## src/rtl/mem_arbiter_if.sv

```systemverilog
// rtl/mem_arbiter_if.sv - two-master request ports and shared memory bus for mem_arbiter
interface mem_arbiter_if #(
    parameter int DATA_W = 16,
    parameter int ADDR_W = 9
);
    logic              req0;
    logic              req1;
    logic [1:0]        cmd0;
    logic [1:0]        cmd1;
    logic [ADDR_W-1:0] addr0;
    logic [ADDR_W-1:0] addr1;
    logic [DATA_W-1:0] wdata0;
    logic [DATA_W-1:0] wdata1;
    logic              done0;
    logic              done1;
    logic [DATA_W-1:0] rdata;
    logic              busy;
    logic [1:0]        mem_cmd;
    logic [ADDR_W-1:0] mem_addr;
    logic [DATA_W-1:0] write_data;
    logic [DATA_W-1:0] read_data;

    // Requesters plus the RAM / I/O decode side of the shared bus.
    modport master (
        output req0, req1, cmd0, cmd1, addr0, addr1, wdata0, wdata1, read_data,
        input  done0, done1, rdata, busy, mem_cmd, mem_addr, write_data
    );

    // The arbiter itself.
    modport slave (
        input  req0, req1, cmd0, cmd1, addr0, addr1, wdata0, wdata1, read_data,
        output done0, done1, rdata, busy, mem_cmd, mem_addr, write_data
    );
endinterface

```

## src/rtl/mem_arbiter.sv

```systemverilog
// rtl/mem_arbiter.sv - two-port memory bus arbiter; MEM_ARB_ROUND_ROBIN_EN selects round-robin tie-break
module mem_arbiter #(
    parameter int DATA_W = 16,
    parameter int ADDR_W = 9
) (
    input  logic         clk,
    input  logic         reset,
    mem_arbiter_if.slave bus
);
    localparam logic [1:0] MNONE  = 2'b00;
    localparam logic [1:0] MREAD  = 2'b01;
    localparam logic [1:0] MWRITE = 2'b11;

    typedef enum logic [1:0] {
        IDLE   = 2'd0,
        ACCESS = 2'd1,
        RWAIT  = 2'd2,
        DONE   = 2'd3
    } state_t;

    state_t            state;
    logic              grant_id;
    logic              elig0;
    logic              elig1;
    logic              pick1;
    logic [1:0]        sel_cmd;
    logic [ADDR_W-1:0] sel_addr;
    logic [DATA_W-1:0] sel_wdata;

`ifdef MEM_ARB_ROUND_ROBIN_EN
    logic              last_grant;
`endif

    always_comb begin
        elig0 = bus.req0 && ((bus.cmd0 == MREAD) || (bus.cmd0 == MWRITE));
        elig1 = bus.req1 && ((bus.cmd1 == MREAD) || (bus.cmd1 == MWRITE));
`ifdef MEM_ARB_ROUND_ROBIN_EN
        // On a tie the port that was not granted last time wins.
        pick1 = elig1 && (!elig0 || (last_grant == 1'b0));
`else
        pick1 = elig1 && !elig0;
`endif
        sel_cmd   = pick1 ? bus.cmd1   : bus.cmd0;
        sel_addr  = pick1 ? bus.addr1  : bus.addr0;
        sel_wdata = pick1 ? bus.wdata1 : bus.wdata0;
    end

    // The bus output registers double as the latch of the winning request.
    always_ff @(posedge clk) begin
        if (reset) begin
            state          <= IDLE;
            grant_id       <= 1'b0;
            bus.done0      <= 1'b0;
            bus.done1      <= 1'b0;
            bus.busy       <= 1'b0;
            bus.mem_cmd    <= MNONE;
            bus.mem_addr   <= '0;
            bus.write_data <= '0;
            bus.rdata      <= '0;
`ifdef MEM_ARB_ROUND_ROBIN_EN
            last_grant     <= 1'b1;
`endif
        end else begin
            bus.done0 <= 1'b0;
            bus.done1 <= 1'b0;
            case (state)
                IDLE: begin
                    if (elig0 || elig1) begin
                        grant_id       <= pick1;
                        bus.mem_cmd    <= sel_cmd;
                        bus.mem_addr   <= sel_addr;
                        bus.write_data <= sel_wdata;
                        bus.busy       <= 1'b1;
                        state          <= ACCESS;
`ifdef MEM_ARB_ROUND_ROBIN_EN
                        last_grant     <= pick1;
`endif
                    end
                end
                ACCESS: begin
                    if (bus.mem_cmd == MWRITE) begin
                        bus.mem_cmd    <= MNONE;
                        bus.mem_addr   <= '0;
                        bus.write_data <= '0;
                        bus.done0      <= ~grant_id;
                        bus.done1      <= grant_id;
                        state          <= DONE;
                    end else begin
                        state <= RWAIT;
                    end
                end
                RWAIT: begin
                    // RAM data appears one cycle after the address, i.e. now.
                    bus.rdata      <= bus.read_data;
                    bus.mem_cmd    <= MNONE;
                    bus.mem_addr   <= '0;
                    bus.write_data <= '0;
                    bus.done0      <= ~grant_id;
                    bus.done1      <= grant_id;
                    state          <= DONE;
                end
                DONE: begin
                    bus.busy <= 1'b0;
                    state    <= IDLE;
                end
                default: begin
                    bus.busy <= 1'b0;
                    state    <= IDLE;
                end
            endcase
        end
    end
endmodule

```

## src/flat_wrapper.sv

```systemverilog
// flat-port wrapper written by rule: the top's interface ports become plain ports
module mem_arbiter_flat 
#(
    parameter int DATA_W = 16,
    parameter int ADDR_W = 9
)
  (clk, reset, bus_req0, bus_req1, bus_cmd0, bus_cmd1, bus_addr0, bus_addr1, bus_wdata0, bus_wdata1, bus_read_data, bus_done0, bus_done1, bus_rdata, bus_busy, bus_mem_cmd, bus_mem_addr, bus_write_data);
  mem_arbiter_if #(.DATA_W(DATA_W), .ADDR_W(ADDR_W)) bus_i ();
  input  logic clk;
  input  logic reset;
  input wire logic [$bits(bus_i.req0)-1:0] bus_req0;
  input wire logic [$bits(bus_i.req1)-1:0] bus_req1;
  input wire logic [$bits(bus_i.cmd0)-1:0] bus_cmd0;
  input wire logic [$bits(bus_i.cmd1)-1:0] bus_cmd1;
  input wire logic [$bits(bus_i.addr0)-1:0] bus_addr0;
  input wire logic [$bits(bus_i.addr1)-1:0] bus_addr1;
  input wire logic [$bits(bus_i.wdata0)-1:0] bus_wdata0;
  input wire logic [$bits(bus_i.wdata1)-1:0] bus_wdata1;
  input wire logic [$bits(bus_i.read_data)-1:0] bus_read_data;
  output wire logic [$bits(bus_i.done0)-1:0] bus_done0;
  output wire logic [$bits(bus_i.done1)-1:0] bus_done1;
  output wire logic [$bits(bus_i.rdata)-1:0] bus_rdata;
  output wire logic [$bits(bus_i.busy)-1:0] bus_busy;
  output wire logic [$bits(bus_i.mem_cmd)-1:0] bus_mem_cmd;
  output wire logic [$bits(bus_i.mem_addr)-1:0] bus_mem_addr;
  output wire logic [$bits(bus_i.write_data)-1:0] bus_write_data;
  assign bus_i.req0 = bus_req0;
  assign bus_i.req1 = bus_req1;
  assign bus_i.cmd0 = bus_cmd0;
  assign bus_i.cmd1 = bus_cmd1;
  assign bus_i.addr0 = bus_addr0;
  assign bus_i.addr1 = bus_addr1;
  assign bus_i.wdata0 = bus_wdata0;
  assign bus_i.wdata1 = bus_wdata1;
  assign bus_i.read_data = bus_read_data;
  assign bus_done0 = bus_i.done0;
  assign bus_done1 = bus_i.done1;
  assign bus_rdata = bus_i.rdata;
  assign bus_busy = bus_i.busy;
  assign bus_mem_cmd = bus_i.mem_cmd;
  assign bus_mem_addr = bus_i.mem_addr;
  assign bus_write_data = bus_i.write_data;
  mem_arbiter #(.DATA_W(DATA_W), .ADDR_W(ADDR_W)) u_core (.clk(clk), .reset(reset), .bus(bus_i));
endmodule
```

## config.mk

```make
export PLATFORM = sky130hd
export DESIGN_NAME = mem_arbiter_flat
export DESIGN_NICKNAME = d
export VERILOG_FILES = /design/src/rtl/mem_arbiter_if.sv /design/src/rtl/mem_arbiter.sv /design/src/flat_wrapper.sv
export SDC_FILE = /design/constraint.sdc
export NUM_CORES = 1
export LEC_CHECK = 0
export CORE_ASPECT_RATIO = 0.7
export CORE_UTILIZATION = 30
export DETAILED_ROUTE_END_ITERATION = 10
export PLACE_DENSITY_LB_ADDON = 0.15
export SYNTH_ARGS = -nofsm -noshare
export SYNTH_HDL_FRONTEND = slang
export SYNTH_SLANG_ARGS = --single-unit
```

## constraint.sdc

```tcl
create_clock -name clk -period 2.6 [get_ports clk]
set_input_delay 0.52 -clock clk [delete_from_list [all_inputs] [get_ports clk]]
set_output_delay 0.52 -clock clk [all_outputs]
set_load 0.005 [all_outputs]
```

==> key figures <==
Pwr
  – Int Power: 2.19 mW
  – Net Sw Frac: 36.0%
  – Clock Power Share: between 10% and 20%
  – Combinational Power Share: approximately half
  – Lkg Pwr: roughly 1.3 nW
  – Psw: between 1 and 1.5 mW
  – Sequential Power Share: between 30% and 40%
  – Worst vdd ir: approximately 0.6 mV
  – PwrDens: ~900 nW/um2
  – Total power: approximately 3.4 mW

STA
  – Hold WS: ~0.45 ns
  – Slew Limit Fails: 0
  – Final worst slack: 0.666 ns
  – Final period demand of the worst path: approximately 1.9 ns
  – FMAX: around 520 MHz
  – Relative slew slack: 32.2%
  – Setup Viol. Count Final: 0
  – Slew @ Worst Pin: approximately 1 ns
  – Fin crit share: between 70% and 80%
  – Total negative slack: 0 ns
  – RSZ-0062 raised after global routing: false
  – Worst Clk Skew: around 0.0051 ns
  – Endpoints failing hold: 0

Worst setup path
  – Crit path required time: roughly 2.8 ns
  – Critical-path cell list: clkdlybuf4s50_1, and2_2, o32ai_4, buf_4, or3_1, a21oi_1
  – Slowest CP cell: clkdlybuf4s50_1
  – Critical path buffer and inverter count: 2
  – CP Class: in -> reg
  – Crit-path max FO: 22
  – Critical path data arrival time: about 2.2 ns
  – Worst Setup End Kind: flip-flop
  – Delay-heaviest family, CP: buffers and inverters
  – CP startpoint kind: input pin
  – Slowest stage delay, CP: slightly below 0.5 ns

Synthesis
  – Yosys Warn Count: 0
  – Synth Area in Compound Gates: around a quarter
  – Post-synth top cells: 49 x dfxtp_1, 29 x nand2_1, 27 x o21ai_0
  – Syn nets: approximately 350
  – Mux contribution to synthesized area: 7.18%
  – Synth top area share: between 40% and 50%
  – Syn_area_per_cell: approximately 8.7 um2
  – Top post-synthesis cells by area: dfxtp_1 41%, a211o_1 9.6%, mux2i_1 7.2%, o21ai_0 5.7%, nand3_1 5.5%
  – Seq/Total Area, Yosys: 41.4%
  – Simple-gate share of the synthesized area: between 10% and 20%
  – FFs w/ async S/R, synth: 0%
  – Register bit count reported by yosys: 49
  – Ys flop type: dfxtp_1
  – Synth cell types: 28
  – XOR/XNOR share of the synthesized area: 0%
  – Count leader, synth: dfxtp_1
  – Syn Inst Count: between 200 and 300
  – Synthesized area: approximately 2400 um2
  – Adder-cell share of the synthesized area: approximately 2.6%
  – Largest area contributor in the netlist: dfxtp_1
  – Largest family of logic cells by synthesized area: compound AO/OA/AOI/OAI gates
  – EDFF count, synth: 0

Floorplan
  – I/O pin total: 120
  – Die area: slightly above 8000 um2
  – # rows: 26
  – Die width: between 100 and 150 um
  – Initial Utilization: 31.7%
  – Core Box Area: ~7500 um2
  – Die Span Y: between 70 and 80 um

Global routing
  – Largest net degree at the start of global routing: 34
  – Vias in the first global route: approximately 2300
  – Congestion Overflow GR: 0
  – Tot GR Track Use: between 10% and 20%
  – First-pass GRT wire length: roughly 11000 um
  – Initial antenna violation count: 0

Finish
  – Post-Route Utilization: 49.8%
  – Antenna diodes: 0
  – # fillers: roughly 720
  – Post-route cell area: 3730 um2
  – Nets: 460
  – Area Growth Syn to Fin: 57.4%
  – Final cell count without fillers: 480
  – Layout cells sized above 1: under 10%
  – Area occupied by multi-input gates: approximately 1200 um2
  – Seq. cell area: 981 um2

Hold path
  – Worst min path class: reg -> reg

Clocking
  – Cts bufs inserted: 5
  – Clock sinks: 49
  – Clk root buf: clkbuf_16
  – Resized cells post-CTS: 0
  – Hold buffer count at CTS: 0
  – Clk Latency, worst-skew pair: roughly 0.28 ns
  – Worst-path clk slew: 0.07 ns
  – # Post-CTS Setup Buffers: 0
  – H-tree depth: 2
  – CTS max path bufs: 2
  – CTS tree: done

Run
  – Maxcap violations: 0

Detailed routing
  – Wirelength per Cell: 14.6 um
  – Vias per inst: just under 5
  – DRT antenna net count: 0
  – Vias: roughly 2400
  – DRT Pass-1 Iters: 6
  – Initial detailed-routing violation count: approximately 100
  – Post-Route WL: ~7000 um
  – Drc violations: 0

Placement
  – Placed Cells: approximately 470
  – Placed cell areas: 3580 um2
  – # port buffers: roughly 120
  – Worst slack at placement: approximately 0.37 ns
  – Routability cong.: between 0.7 and 0.8
  – Final HPWL DP: about 4800 um

Outcome
  – Status: completed
==> power by group through the flow <==
stage / logic (mW) / clock network (mW) / registers [mW]
final: 1.68 / 0.640 / 1.10
after floorplan: 1.07 / 0 / 1.12
after global routing: 1.84 / 0.693 / 1.13
after detailed placement: 1.68 / 0 / 1.11
after global placement: 1.68 / 0 / 1.12
after CTS: 1.69 / 0.657 / 1.10
==> placed cells by master, fill, tap and decap left out <==
master           count
ha_1                 5
nand2_1             29
nor3_1               1
clkdlybuf4s50_1    118
mux2i_1             17
o211ai_1             1
o21ai_0             27
nor4b_1              1
o21ba_2              1
a21oi_1             21
o32ai_4              1
clkbuf_1             1
buf_2                1
or3_1                2
clkinvlp_4           2
o31ai_1              1
nor4bb_1             1
and3_1               1
clkbuf_16            5
a211o_1             26
nor2_1              20
dfxtp_1             49
inv_1                4
a21oi_2              9
buf_4                9
and2_2               1
nand3_1             26
and2_4               1
a211oi_1             1
==> area by class of cell <==
class                   instances  area share [%]
inverters                       4           0.403
well taps                      98            3.29
clock inverters                 2           0.403
flip-flops and latches         49            26.3
clock buffers                   6            3.46
repair buffers                128            33.6
multi-input cells             193            32.5
==> sequential cells by signal, summed over array words and instances (netlist names) <==
name,flops
u_core.bus.mem_addr,9
u_core.bus.mem_cmd,2
u_core.bus.done0,1
u_core.bus.done1,1
u_core.grant_id,1
u_core.bus.rdata,16
u_core.state,2
u_core.bus.write_data,16
u_core.bus.busy,1
==> worst reg2reg max path: stages (launching register included) <==
cell     delay, ns
dfxtp_1       0.40
inv_1         0.10
ha_1          0.70
or3_1         0.52
a21oi_1       0.14
==> routing by layer <==
layer	global-route usage (%)	vias to the layer above	wire length [um]	part of all wire (%)
met5	0	-	0	0
met4	2.88	0	32	0.46
met3	6.16	5	710	10
met2	24.2	104	2820	40
met1	24.5	1061	3460	49
li1	-	1186	-	-
==> kinds of logic after synthesis <==
group	after synthesis
AO/OA/AOI/OAI	88
adder cells (fa/ha/maj)	5
buffers and inverters	30
flip-flops	49
multiplexers	17
AND/OR/NAND/NOR	83
==> path summary, 6_finish.rpt <==
| check | start | endpoint | slack (ns) | cells after the start |
|---|---|---|---|---|
| setup / recovery | bus_cmd0[0] | u_core.bus.mem_cmd[0] | 0.67 | 6 |
| hold reg to reg | u_core.bus.mem_addr[2] | u_core.bus.mem_addr[2] | 0.45 | 2 |
| setup reg to reg | u_core.state[0] | u_core.bus.mem_cmd[0] | 0.67 | 4 |
| hold / removal | u_core.bus.mem_addr[2] | u_core.bus.mem_addr[2] | 0.45 | 2 |
(Power assumes the default switching activity.)
